## src/rtl/riscv_ctrl_pkg.sv

```systemverilog
// Shared constants for the RV32I multicycle control path.
package riscv_ctrl_pkg;

  localparam int unsigned STATE_W = 4;

  localparam logic [6:0] OP_RTYPE  = 7'b0110011;
  localparam logic [6:0] OP_LOAD   = 7'b0000011;
  localparam logic [6:0] OP_STORE  = 7'b0100011;
  localparam logic [6:0] OP_BRANCH = 7'b1100011;

  localparam logic [1:0] ALUOP_ADD  = 2'b00;
  localparam logic [1:0] ALUOP_SUB  = 2'b01;
  localparam logic [1:0] ALUOP_FUNC = 2'b10;

  localparam logic [1:0] SRCA_PC   = 2'b00;
  localparam logic [1:0] SRCA_REGA = 2'b01;

  localparam logic [1:0] SRCB_REGB = 2'b00;
  localparam logic [1:0] SRCB_FOUR = 2'b01;
  localparam logic [1:0] SRCB_IMM  = 2'b10;
  localparam logic [1:0] SRCB_BIMM = 2'b11;

  localparam logic [1:0] PCSRC_ALU    = 2'b00;
  localparam logic [1:0] PCSRC_ALUOUT = 2'b01;

  typedef enum logic [STATE_W-1:0] {
    S_IDLE      = 4'd0,
    S_FETCH     = 4'd1,
    S_DECODE    = 4'd2,
    S_MEM_ADDR  = 4'd3,
    S_MEM_READ  = 4'd4,
    S_MEM_WB    = 4'd5,
    S_MEM_WRITE = 4'd6,
    S_EXECUTE   = 4'd7,
    S_ALU_WB    = 4'd8,
    S_BRANCH    = 4'd9,
    S_TRAP      = 4'd15
  } state_e;

endpackage

```

## src/rtl/multicycle_ctrl_if.sv

```systemverilog
// Control/datapath bundle between the multicycle controller and the datapath.
interface multicycle_ctrl_if #(
  parameter int unsigned CNT_W = 32
);

  logic             en;
  logic [6:0]       opcode;
  logic             mem_ready;
  logic             pc_write;
  logic             pc_write_cond;
  logic             ir_write;
  logic             reg_write;
  logic             mem_read;
  logic             mem_write;
  logic             i_or_d;
  logic             mem_to_reg;
  logic [1:0]       alu_src_a;
  logic [1:0]       alu_src_b;
  logic [1:0]       alu_op;
  logic [1:0]       pc_source;
  logic             instr_retired;
  logic [CNT_W-1:0] retired_count;
  logic             illegal_instr;
  logic [3:0]       state;

  // Controller side
  modport master (
    input  en, opcode, mem_ready,
    output pc_write, pc_write_cond, ir_write, reg_write, mem_read, mem_write,
           i_or_d, mem_to_reg, alu_src_a, alu_src_b, alu_op, pc_source,
           instr_retired, retired_count, illegal_instr, state
  );

  // Datapath side
  modport slave (
    output en, opcode, mem_ready,
    input  pc_write, pc_write_cond, ir_write, reg_write, mem_read, mem_write,
           i_or_d, mem_to_reg, alu_src_a, alu_src_b, alu_op, pc_source,
           instr_retired, retired_count, illegal_instr, state
  );

endinterface

```

## src/rtl/retire_counter.sv

```systemverilog
// Wrapping count of retired instructions.
module retire_counter #(
  parameter int unsigned CNT_W = 32
) (
  input  logic             clk,
  input  logic             rst,
  input  logic             i_inc,
  output logic [CNT_W-1:0] o_count
);

  logic [CNT_W-1:0] r_count;

  // Increment once per retire pulse; natural overflow provides the wrap
  always_ff @(posedge clk or posedge rst) begin
    if (rst) begin
      r_count <= '0;
    end else if (i_inc) begin
      r_count <= r_count + CNT_W'(1);
    end
  end

  assign o_count = r_count;

endmodule

```

## src/rtl/multicycle_ctrl.sv

```systemverilog
// Multicycle control FSM: sequences ALU, memory, PC and register file.
module multicycle_ctrl
  import riscv_ctrl_pkg::*;
#(
  parameter int unsigned CNT_W = 32
) (
  input logic              clk,
  input logic              rst,
  multicycle_ctrl_if.master bus
);

  state_e r_state;
  state_e w_next_state;
  logic   w_retire;

  // State register
  always_ff @(posedge clk or posedge rst) begin
    if (rst) begin
      r_state <= S_IDLE;
    end else begin
      r_state <= w_next_state;
    end
  end

  // Next-state and Moore output decode; only the memory-wait states look at mem_ready
  always_comb begin
    w_next_state      = r_state;
    w_retire          = 1'b0;
    bus.pc_write      = 1'b0;
    bus.pc_write_cond = 1'b0;
    bus.ir_write      = 1'b0;
    bus.reg_write     = 1'b0;
    bus.mem_read      = 1'b0;
    bus.mem_write     = 1'b0;
    bus.i_or_d        = 1'b0;
    bus.mem_to_reg    = 1'b0;
    bus.alu_src_a     = SRCA_PC;
    bus.alu_src_b     = SRCB_REGB;
    bus.alu_op        = ALUOP_ADD;
    bus.pc_source     = PCSRC_ALU;
    bus.illegal_instr = 1'b0;

    case (r_state)
      S_IDLE: begin
        if (bus.en) w_next_state = S_FETCH;
      end
      S_FETCH: begin
        bus.mem_read  = 1'b1;
        bus.alu_src_a = SRCA_PC;
        bus.alu_src_b = SRCB_FOUR;
        bus.alu_op    = ALUOP_ADD;
        bus.pc_source = PCSRC_ALU;
        bus.ir_write  = bus.mem_ready;
        bus.pc_write  = bus.mem_ready;
        if (bus.mem_ready) w_next_state = S_DECODE;
      end
      S_DECODE: begin
        bus.alu_src_b = SRCB_BIMM;
        case (bus.opcode)
          OP_RTYPE:           w_next_state = S_EXECUTE;
          OP_LOAD, OP_STORE:  w_next_state = S_MEM_ADDR;
          OP_BRANCH:          w_next_state = S_BRANCH;
          default:            w_next_state = S_TRAP;
        endcase
      end
      S_MEM_ADDR: begin
        bus.alu_src_a = SRCA_REGA;
        bus.alu_src_b = SRCB_IMM;
        w_next_state  = (bus.opcode == OP_STORE) ? S_MEM_WRITE : S_MEM_READ;
      end
      S_MEM_READ: begin
        bus.mem_read = 1'b1;
        bus.i_or_d   = 1'b1;
        if (bus.mem_ready) w_next_state = S_MEM_WB;
      end
      S_MEM_WB: begin
        bus.reg_write  = 1'b1;
        bus.mem_to_reg = 1'b1;
        w_retire       = 1'b1;
      end
      S_MEM_WRITE: begin
        bus.mem_write = 1'b1;
        bus.i_or_d    = 1'b1;
        w_retire      = bus.mem_ready;
      end
      S_EXECUTE: begin
        bus.alu_src_a = SRCA_REGA;
        bus.alu_src_b = SRCB_REGB;
        bus.alu_op    = ALUOP_FUNC;
        w_next_state  = S_ALU_WB;
      end
      S_ALU_WB: begin
        bus.reg_write = 1'b1;
        w_retire      = 1'b1;
      end
      S_BRANCH: begin
        bus.alu_src_a     = SRCA_REGA;
        bus.alu_op        = ALUOP_SUB;
        bus.pc_write_cond = 1'b1;
        bus.pc_source     = PCSRC_ALUOUT;
        w_retire          = 1'b1;
      end
      S_TRAP: begin
        bus.illegal_instr = 1'b1;
      end
      default: begin
        w_next_state = S_IDLE;
      end
    endcase

    // en is only honoured at the instruction boundary
    if (w_retire) w_next_state = bus.en ? S_FETCH : S_IDLE;
  end

  assign bus.instr_retired = w_retire;
  assign bus.state         = STATE_W'(r_state);

  // Retired-instruction counter
  retire_counter #(
    .CNT_W (CNT_W)
  ) u_retire_counter (
    .clk     (clk),
    .rst     (rst),
    .i_inc   (w_retire),
    .o_count (bus.retired_count)
  );

endmodule

```

## src/flat_wrapper.sv

```systemverilog
// flat-port wrapper written by rule: the top's interface ports become plain ports
module multicycle_ctrl_flat import riscv_ctrl_pkg::*;
#(
  parameter int unsigned CNT_W = 32
)
  (clk, rst, bus_en, bus_opcode, bus_mem_ready, bus_pc_write, bus_pc_write_cond, bus_ir_write, bus_reg_write, bus_mem_read, bus_mem_write, bus_i_or_d, bus_mem_to_reg, bus_alu_src_a, bus_alu_src_b, bus_alu_op, bus_pc_source, bus_instr_retired, bus_retired_count, bus_illegal_instr, bus_state);
  multicycle_ctrl_if #(.CNT_W(CNT_W)) bus_i ();
  input logic clk;
  input logic rst;
  input wire logic [$bits(bus_i.en)-1:0] bus_en;
  input wire logic [$bits(bus_i.opcode)-1:0] bus_opcode;
  input wire logic [$bits(bus_i.mem_ready)-1:0] bus_mem_ready;
  output wire logic [$bits(bus_i.pc_write)-1:0] bus_pc_write;
  output wire logic [$bits(bus_i.pc_write_cond)-1:0] bus_pc_write_cond;
  output wire logic [$bits(bus_i.ir_write)-1:0] bus_ir_write;
  output wire logic [$bits(bus_i.reg_write)-1:0] bus_reg_write;
  output wire logic [$bits(bus_i.mem_read)-1:0] bus_mem_read;
  output wire logic [$bits(bus_i.mem_write)-1:0] bus_mem_write;
  output wire logic [$bits(bus_i.i_or_d)-1:0] bus_i_or_d;
  output wire logic [$bits(bus_i.mem_to_reg)-1:0] bus_mem_to_reg;
  output wire logic [$bits(bus_i.alu_src_a)-1:0] bus_alu_src_a;
  output wire logic [$bits(bus_i.alu_src_b)-1:0] bus_alu_src_b;
  output wire logic [$bits(bus_i.alu_op)-1:0] bus_alu_op;
  output wire logic [$bits(bus_i.pc_source)-1:0] bus_pc_source;
  output wire logic [$bits(bus_i.instr_retired)-1:0] bus_instr_retired;
  output wire logic [$bits(bus_i.retired_count)-1:0] bus_retired_count;
  output wire logic [$bits(bus_i.illegal_instr)-1:0] bus_illegal_instr;
  output wire logic [$bits(bus_i.state)-1:0] bus_state;
  assign bus_i.en = bus_en;
  assign bus_i.opcode = bus_opcode;
  assign bus_i.mem_ready = bus_mem_ready;
  assign bus_pc_write = bus_i.pc_write;
  assign bus_pc_write_cond = bus_i.pc_write_cond;
  assign bus_ir_write = bus_i.ir_write;
  assign bus_reg_write = bus_i.reg_write;
  assign bus_mem_read = bus_i.mem_read;
  assign bus_mem_write = bus_i.mem_write;
  assign bus_i_or_d = bus_i.i_or_d;
  assign bus_mem_to_reg = bus_i.mem_to_reg;
  assign bus_alu_src_a = bus_i.alu_src_a;
  assign bus_alu_src_b = bus_i.alu_src_b;
  assign bus_alu_op = bus_i.alu_op;
  assign bus_pc_source = bus_i.pc_source;
  assign bus_instr_retired = bus_i.instr_retired;
  assign bus_retired_count = bus_i.retired_count;
  assign bus_illegal_instr = bus_i.illegal_instr;
  assign bus_state = bus_i.state;
  multicycle_ctrl #(.CNT_W(CNT_W)) u_core (.clk(clk), .rst(rst), .bus(bus_i));
endmodule
```

## config.mk

```make
export PLATFORM = sky130hd
export DESIGN_NAME = multicycle_ctrl_flat
export DESIGN_NICKNAME = d
export VERILOG_FILES = /design/src/rtl/riscv_ctrl_pkg.sv /design/src/rtl/multicycle_ctrl_if.sv /design/src/rtl/retire_counter.sv /design/src/rtl/multicycle_ctrl.sv /design/src/flat_wrapper.sv
export SDC_FILE = /design/constraint.sdc
export NUM_CORES = 1
export LEC_CHECK = 0
export CELL_PAD_IN_SITES_DETAIL_PLACEMENT = 2
export CELL_PAD_IN_SITES_GLOBAL_PLACEMENT = 2
export CORE_UTILIZATION = 26
export CTS_BUF_LIST = sky130_fd_sc_hd__clkbuf_8
export DETAILED_ROUTE_END_ITERATION = 10
export PLACE_DENSITY_LB_ADDON = 0.1
export SYNTH_ARGS = -nofsm -noshare
export SYNTH_HDL_FRONTEND = slang
export SYNTH_SLANG_ARGS = --single-unit
```

## constraint.sdc

```tcl
create_clock -name clk -period 1.9 [get_ports clk]
set_clock_uncertainty 0.15 [all_clocks]
set_input_delay 0.38 -clock clk [delete_from_list [all_inputs] [get_ports clk]]
set_output_delay 0.38 -clock clk [all_outputs]
set_load 0.005 [all_outputs]
```

==> results.md, run 1 <==
* Drc violations at 0
* Max VDD drop at 0.0005399 V
* Max clock buf depth at 2
* Core Area at 0.007370 mm²
* Status: finished with violations
* Critical path launch point type: register
* NumNets Final at 355
* Die height at 90.13 µm
* Initial antenna violation count at 0
* Crit Path Class: reg2reg
* MaxCap Viol Count at 0
* 1st-iter DRT viols at 54
* DP Cell Count at 405
* Root cell of the clock tree: clkbuf_8
* CTS Hold Bufs at 0
* Area Growth Syn to Fin at 81.35%
* Most common cell in the netlist: dfrtp_1
* Wire length on met3 at 303 µm
* Max Slew Vio Count at 0
* Synth Flop Type: dfrtp_1
* Vias in the first global route at 2422
* Routed WL per cell at 21.71 µm
* Post-Route Setup TNS at -6805 ps
* Starting density of the core at 27.40%
* Port buffer count at 62
* Yosys warns at 0
* Post-route ant nets at 0
* Die width at 90.13 µm
* Clock tree from TritonCTS: yes
* Hold/Removal Path Class: in2async
* # setup viols final at 48
* Number of detailed-route iterations in the first pass at 4
* I/O pin cnt at 65
* CTS clk-pin slew, worst paths at 90 ps
* Reg2Reg Capture Point: u_core.u_retire_counter.o_count[27]
* Met2 routed WL at 5139 µm
* Fin cells at 443
* Setup WS pre-CTS at -415.3 ps
* H-tree levels at 2
* Most common library cells after synthesis: 36 x dfrtp_1, 20 x xnor2_1, 16 x nand2_1
* Synthesized flop and latch total at 36
* Util after Layout at 49.69%
* Post-route cell area at 0.003662 mm²
* Inserted Clock Buffers at 5
* Clk_lat worst skew at 310 ps
* First-pass GRT wire length at 13080 µm
* Leakage at 1.772 nW
* Uppermost layer routed: met4
* Final GP Congestion at 0.7479
* Site Rows at 31
* Final wirelength at 9616 µm
* WL met1 at 3849 µm
* Die area at 0.008123 mm²
* Worst-path maximum fanout at 9
* Seq/Total Area, Yosys at 44.61%
* Global route total overflow at 0
* GR Util All Layers at 20.63%
* Peak Freq at 451.4 MHz
* Number of synthesized flops with an enable pin at 0
* Yosys cell types at 42
* Area share of the largest cell type after synthesis at 44.61%
* Fill count at 771
* Reg2Reg Setup Slack at -320 ps
* RSZ-0062 raised after global routing: true
* Reg2reg start: u_core.bus.state[3]
* Routed vias at 2185
* # clock sinks at 36
* Area contributors post-synth: dfrtp_1 45%, xnor2_1 8.7%, xor2_1 5.2%
* Layout cell share with drive strength beyond 1 at 42.44%
* Via/cell ratio at 4.932
* Pwr Total at 3.928 mW
* Synth Instances at 207
* Final Hold Vio Count at 0
* Setup WS post-layout at -315.2 ps
* DP HPWL at 5200 µm
* Failing checks: setup timing
* Leading area contributor after synthesis: dfrtp_1
* Power Density at 1073 mW/mm²
* Critical path required time at 1940 ps
* Cell area after placement at 0.003069 mm²
* Largest net degree at the start of global routing at 24
* Number of diodes at 0
* Share of synthesized registers carrying an async set or reset at 100.0%
* Min Clock Period, post-route at 2215 ps
* Reg2reg path depth at 8
* Crit path capture type: register
* Worst hold margin at 243.3 ps
* Mapped Area at 0.002019 mm²
* Synth Area per Inst at 9.756 µm²
* Worst Path Arrival at 2260 ps
* Fin crit share at 116.6%
layout by cell type (no fill, tap or decap), types with 4 or more instances in the layout:
| cell type | Yosys | layout |
|---|---|---|
| a21oi_1 | 10 | 8 |
| and3_1 | 8 | 7 |
| buf_2 | 1 | 12 |
| buf_4 | 5 | 55 |
| buf_6 | 0 | 24 |
| clkbuf_8 | 0 | 6 |
| clkdlybuf4s50_1 | 0 | 41 |
| dfrtp_1 | 36 | 31 |
| dfrtp_2 | 0 | 5 |
| inv_1 | 6 | 4 |
| nand2_1 | 16 | 15 |
| nand3_1 | 14 | 14 |
| nand4_1 | 9 | 9 |
| nor2_1 | 13 | 7 |
| nor3_1 | 10 | 4 |
| nor3_4 | 0 | 4 |
| nor4_4 | 1 | 5 |
| xnor2_1 | 20 | 18 |
| xor2_1 | 12 | 12 |
per-layer routing:
metal | vias to the layer above | global-route usage [%]
li1 | 992 | -
met1 | 1107 | 23.32
met2 | 64 | 39.50
met3 | 22 | 3.046
met4 | 0 | 6.183
met5 | - | 0
timing repair:
| action | 4_1_cts | 5_1_grt |
|---|---|---|
| pin swaps | 15 | 10 |
| cloned | 1 | 0 |
| buffers inserted | 22 | 13 |
| gates resized for setup | 120 | 32 |
| endpoints found under the setup margin | 43 | 52 |
flip-flops by register name, indices dropped and copies added (netlist names):
name	count
u_core.bus.state	4
u_core.u_retire_counter.o_count	32
cell type report:
cell class | instances | area (µm²) | share of cell area [%]
clock buffers | 6 | 82.58 | 2.255
well taps | 99 | 123.9 | 3.382
multi-input cells | 154 | 1261 | 34.44
flip-flops and latches | 36 | 907.1 | 24.77
clock inverters | 2 | 13.76 | 0.3758
repair buffers | 139 | 1239 | 33.82
inverters | 7 | 35.03 | 0.9566
cells by family after synthesis:
family,share of synthesized area (%)
flip-flops,44.61
AND/OR/NAND/NOR,27.45
XOR/XNOR,13.88
multiplexers,0.5576
AO/OA/AOI/OAI,8.055
other,0.1857
buffers and inverters,4.647
adder cells (fa/ha/maj),0.6195
how the worst max path moves through the flow:
stage	start	to	slack [ps]	cells after the start
after floorplan	u_core.bus.state[2]	u_core.u_retire_counter.o_count[24]	-30	7
after global placement	bus_mem_ready	bus_pc_write	-410	4
after detailed placement	bus_mem_ready	bus_instr_retired	-420	4
after CTS	u_core.bus.state[3]	bus_instr_retired	-230	6
after global routing	u_core.bus.state[3]	u_core.u_retire_counter.o_count[26]	-390	8
final	u_core.bus.state[3]	u_core.u_retire_counter.o_count[27]	-320	8
critical path: stages (launching register included):
cell      delay (ps)
dfrtp_2          460
buf_6            130
and4bb_4         340
a311oi_4          70
buf_4            240
nor4_4           170
buf_6            190
nand4_1          170
xnor2_1          180
where the power goes:
group	leakage (nW)	total [mW]	internal, mW	switching (mW)
Combinational	1.24	2.31	1.19	1.12
Clock	0.0516	0.620	0.297	0.323
Sequential	0.480	0.997	0.858	0.139
Total	1.77	3.93	2.34	1.58
Power figures use the tool's default switching activity.
==> inputs of run 2 (changes only) <==
--- a/config.mk
+++ b/config.mk
@@ -5,11 +5,13 @@
 export SDC_FILE = /design/constraint.sdc
 export NUM_CORES = 1
 export LEC_CHECK = 0
-export CELL_PAD_IN_SITES_DETAIL_PLACEMENT = 2
-export CELL_PAD_IN_SITES_GLOBAL_PLACEMENT = 2
-export CORE_UTILIZATION = 26
+export CAP_MARGIN = 20
+export CELL_PAD_IN_SITES_DETAIL_PLACEMENT = 1
+export CELL_PAD_IN_SITES_GLOBAL_PLACEMENT = 1
+export CORE_UTILIZATION = 32
 export CTS_BUF_LIST = sky130_fd_sc_hd__clkbuf_8
 export DETAILED_ROUTE_END_ITERATION = 10
+export MAX_ROUTING_LAYER = met4
 export PLACE_DENSITY_LB_ADDON = 0.1
 export SYNTH_ARGS = -nofsm -noshare
 export SYNTH_HDL_FRONTEND = slang
==> run 2 against run 1 <==
Effect of this change:
- the run still ends with setup timing left
- non-clock buffer count shrank 8
- register-to-register slack gained 200 ps
- total power grew 2.0%
- flip-flop and latch count is the same
- global-route usage grew 2.1 points
- clock-buffer cell count shrank 1
- utilization grew 12 points
- sequential share of layout area shrank 0.25 points
- clock power grew 11%
- hold slack gained 32 ps
- critical path depth shrank 4
- critical endpoint is now bus_instr_retired
==> results.md, run 2 (synthesized netlist as in run 1, its figures left out) <==
* Status: finished with violations
* Failing checks: setup timing
* Final wirelength at 7510 µm
* Max VDD drop at 0.0005581 V
* Max stage delay on crit path at 480 ps
* Worst path bufs/invs at 2
* H-tree levels at 2
* Leakage at 1.719 nW
* Worst Path Arrival at 1510 ps
* Clock tree from TritonCTS: yes
* Routed vias at 2142
* Most common cell after layout, fill and taps aside: clkdlybuf4s50_1
* Area Growth Syn to Fin at 82.96%
* Max clock buf depth at 2
* NumNets Final at 347
* Power Density at 1085 mW/mm²
* Layout cell share with drive strength beyond 1 at 44.35%
* Worst-path maximum fanout at 6
* Final GP Congestion at 0.7939
* Number of diodes at 0
* Inserted Clock Buffers at 5
* Core Area at 0.005991 mm²
* Cell area after placement at 0.003034 mm²
* Min Clock Period, post-route at 2043 ps
* I/O pin cnt at 65
* Port buffer count at 62
* Number of detailed-route iterations in the first pass at 4
* Hold/Removal Path Class: in2async
* Final Hold Vio Count at 0
* GR Util All Layers at 22.69%
* Site Rows at 28
* Post-route ant nets at 0
* DP HPWL at 4290 µm
* Global route total overflow at 0
* Die height at 81.44 µm
* Die width at 81.44 µm
* Via/cell ratio at 5.212
* Critical path's top delay family: flip-flops
* First-pass GRT wire length at 10820 µm
* Setup WS post-layout at -143.2 ps
* RSZ-0062 raised after global routing: true
* # clock sinks at 36
* Largest net degree at the start of global routing at 37
* Routed WL per cell at 18.27 µm
* Clk_lat worst skew at 300 ps
* Max Slew Vio Count at 0
* Initial antenna violation count at 0
* Critical path required time at 1370 ps
* Fin crit share at 107.5%
* Worst hold margin at 275.0 ps
* Max reg flops at 32
* Post-route cell area at 0.003695 mm²
* Root cell of the clock tree: clkbuf_8
* # setup viols final at 29
* MaxCap Viol Count at 0
* Peak Freq at 489.4 MHz
* Crit path capture type: primary output
* Drc violations at 0
* 1st-iter DRT viols at 89
* Die area at 0.006632 mm²
* Setup WS pre-CTS at -521.9 ps
* Crit-path cells: nor3b_4 -> a311oi_4 -> inv_4 -> buf_6
* Highest-count cells in the layout ignoring fill and taps: 41 x clkdlybuf4s50_1, 39 x buf_4, 33 x buf_6
* CP max stage cell: dfrtp_2
* Vias in the first global route at 2162
* Starting density of the core at 33.71%
* Critical path launch point type: register
* CTS clk-pin slew, worst paths at 80 ps
* Crit Path Class: reg2out
-- run 2: worst min-delay path, delay by kind of cell --
family / cells / cell delay, ps
buffers and inverters: 3 / 720
-- run 2: where the power goes --
group / switching [mW] / internal [mW]
Combinational: 1.04 / 1.30
Sequential: 0.121 / 0.856
Clock: 0.302 / 0.385
Total: 1.47 / 2.54
-- run 2: layout make-up --
class                   count  area, µm²
fillers                   625       2296
well taps                  75      93.84
clock inverters             3      38.79
multi-input cells         154       1335
inverters                   7      33.78
clock buffers               5      68.82
repair buffers            131       1219
flip-flops and latches     36      905.9
-- run 2: path summary, 6_finish.rpt --
kind | start | cells past startpoint | slack, ps | endpoint
max reg2reg | u_core.bus.state[2] | 8 | -120 | u_core.u_retire_counter.o_count[29]
max in group asynchronous | rst | 3 | 1120 | u_core.bus.state[3]
max | u_core.bus.state[3] | 4 | -140 | bus_instr_retired
min reg2reg | u_core.u_retire_counter.o_count[31] | 1 | 310 | u_core.u_retire_counter.o_count[31]
min in group clk | u_core.u_retire_counter.o_count[31] | 1 | 310 | u_core.u_retire_counter.o_count[31]
min | rst | 3 | 280 | u_core.bus.state[1]
-- run 2: routing by layer --
metal  wire length, µm  vias up  GRT usage [%]
met4               238        0          8.750
met2              3764       64          37.42
li1                  -      984              -
met3               296       19          4.333
met1              3211     1075          27.27
met5                 0        -              -
-- run 2: stage by stage --
step                util, %  total power [mW]  TNS (ps)  std cells
finish                61.68             4.007     -2246        411
global route          61.68             4.198     -4773        411
CTS                   57.94             3.600     -1864        404
detailed placement    50.65             2.510    -12480        377
global placement      50.65             2.475    -10250        377
floorplan                 -             1.635    -151.1        208
-- run 2: repair_timing --
| item | in CTS | in global routing |
|---|---|---|
| buffers inserted | 20 | 12 |
| cloned | 1 | 0 |
| hold buffers | 0 | 0 |
| pin swaps | 24 | 28 |
| gates resized for setup | 130 | 45 |
| endpoints found under the setup margin | 47 | 49 |
==> inputs of run 3 (changes only) <==
--- a/config.mk
+++ b/config.mk
@@ -12,7 +12,7 @@
 export CTS_BUF_LIST = sky130_fd_sc_hd__clkbuf_8
 export DETAILED_ROUTE_END_ITERATION = 10
 export MAX_ROUTING_LAYER = met4
-export PLACE_DENSITY_LB_ADDON = 0.1
+export PLACE_DENSITY = 0.78
 export SYNTH_ARGS = -nofsm -noshare
 export SYNTH_HDL_FRONTEND = slang
 export SYNTH_SLANG_ARGS = --single-unit
==> run 3 against run 2 <==
Effect of this change:
- the flow still finishes with violations (setup timing)
- wire length is 16% higher
- register-to-register slack worse by 130 ps
- cell count increased by 0.49%
- maximum frequency shrank 5.0%
- sequential power rose by 2.1%
- total power fell by 5.4%
- flip-flop and latch count stayed put
- critical path depth grew 2
- utilization fell by 1.0 points
- largest power group unchanged
==> results.md, run 3 (synthesized netlist as in run 1, its figures left out) <==
* Combinational Power Share at 59.5%
* 1st-iter DRT viols at 71
* Crit Path Class: reg2out
* Crit path capture type: primary output
* Area Growth Syn to Fin at 79.99%
* Largest net degree at the start of global routing at 37
* Root cell of the clock tree: clkbuf_8
* Vias in the first global route at 2222
* RSZ-0062 raised after global routing: true
* Status: finished with violations
* Final Hold Vio Count at 0
* Worst-path maximum fanout at 7
* Max Slew Vio Count at 0
* Final wirelength at 8682 µm
* Max clock buf depth at 2
* Crit path depth at 6
* Power Density at 1043 mW/mm²
* Register area at 905.9 µm²
* Final GP Congestion at 0.9049
* H-tree levels at 2
* Via/cell ratio at 5.317
* NumNets Final at 350
* Util after Layout at 60.67%
* Internal at 2.298 mW
* Pwr Total at 3.792 mW
* Routed vias at 2196
* Setup WS post-layout at -251.0 ps
* Reg2reg path depth at 9
* Worst hold margin at 299.0 ps
* CTS Hold Bufs at 0
* Clk_lat worst skew at 290 ps
* Fin crit share at 113.2%
* Layout cell share with drive strength beyond 1 at 44.38%
* I/O pin cnt at 65
* Highest-count cells in the layout ignoring fill and taps: 48 x buf_4, 39 x clkdlybuf4s50_1, 32 x dfrtp_1
* Worst path bufs/invs at 4
* Failing checks: setup timing
* Max stage delay on crit path at 460 ps
* Fin cells at 413
* Routed WL per cell at 21.02 µm
* Drc violations at 0
* Number of detailed-route iterations in the first pass at 4
* Crit-path cells: buf_6 -> nor2_4 -> buf_6 -> a311oi_4 -> inv_4 -> buf_6
* Port buffer count at 62
* Peak Freq at 464.9 MHz
* Global route total overflow at 0
* Sw power at 1.494 mW
* Starting density of the core at 33.71%
* # clock sinks at 36
* Reg2Reg Setup Slack at -250 ps
* DP Cell Count at 370
* Post-Route Setup TNS at -5808 ps
* Initial antenna violation count at 0
* Switch share at 39.40%
* Fill count at 628
* MaxCap Viol Count at 0
* Max VDD drop at 0.0006233 V
* Clk pwr share at 14.2%
* Worst Path Arrival at 1620 ps
* DP HPWL at 4268 µm
* Sequential share of power at 26.3%
* CP max stage cell: dfrtp_2
* Leakage at 1.785 nW
* Clock tree from TritonCTS: yes
* Post-route ant nets at 0
* Critical path's top delay family: flip-flops
* Core Area at 0.005991 mm²
* Max reg flops at 32
* First-pass GRT wire length at 11140 µm
* CP most frequent cell: buf_6
* # setup viols final at 45
* Number of diodes at 0
* Critical path launch point type: register
* Die height at 81.44 µm
* Hold/Removal Path Class: in2async
* Most common cell after layout, fill and taps aside: buf_4
* Area occupied by multi-input gates at 0.001320 mm²
* Inserted Clock Buffers at 5
* Die area at 0.006632 mm²
* Critical path required time at 1370 ps
* GR Util All Layers at 23.08%
* Site Rows at 28
* CTS clk-pin slew, worst paths at 70 ps
* Die width at 81.44 µm
* Min Clock Period, post-route at 2151 ps
run 3: cell types whose count changed in the layout (fill, tap and decap cells not counted), sizes merged:
cell | before | now
bufinv | 1 | 0
clkdlybuf4s50 | 41 | 39
dlymetal6s2s | 1 | 5
clkbuf | 7 | 9
dlygate4sd2 | 3 | 0
clkdlybuf4s15 | 1 | 3
run 3: cell type report:
type	instances	share of cell area, %
multi-input combinational	154	36.32
timing repair buffer	134	33.25
sequential	36	24.92
tap	75	2.582
clock buffer	5	1.893
inverter	7	0.7917
clock inverter	2	0.2410
run 3: metal layers:
metal  global-route usage (%)  wire (µm)  vias to the layer above
met2                    41.50       4480                       76
met1                    26.04       3520                     1105
met5                        -          0                        -
met4                    6.429        350                        0
li1                         -          -                      988
met3                    4.111        331                       27
run 3: power by group through the flow:
stage / Combinational (mW) / Clock [mW] / Sequential [mW]
6_report: 2.26 / 0.537 / 0.998
5_1_grt: 2.37 / 0.575 / 1.01
4_1_cts: 1.83 / 0.531 / 0.970
3_5_place_dp: 1.43 / 0 / 0.978
3_3_place_gp: 1.40 / 0 / 0.972
2_1_floorplan: 0.672 / 0 / 0.963
run 3: what timing repair did:
item | CTS | global route
setup endpoints to repair | 34 | 53
pin swaps | 11 | 26
buffers inserted | 23 | 11
resized for setup | 98 | 58
cloned | 1 | 1
endpoints found under the hold margin | 0 | 0
run 3: metrics by stage:
step | worst slack, ps | cell area [µm²]
detailed placement | -447.3 | 2969
global route | -331.0 | 3635
global placement | -412.0 | 2969
CTS | -191.6 | 3366
floorplan | -28.75 | 2038
finish | -251.0 | 3635
run 3: worst min-delay path, delay by kind of cell:
family | cells | cell delay [ps]
buffers and inverters | 3 | 720
run 3: final timing paths:
check / startpoint / end
setup / recovery: u_core.bus.state[3] / bus_instr_retired
setup reg to reg: u_core.bus.state[2] / u_core.u_retire_counter.o_count[17]
hold reg to reg: u_core.u_retire_counter.o_count[31] / u_core.u_retire_counter.o_count[31]
min in group clk: u_core.u_retire_counter.o_count[31] / u_core.u_retire_counter.o_count[31]
max in group asynchronous: rst / u_core.bus.state[1]
hold / removal: rst / u_core.bus.state[2]
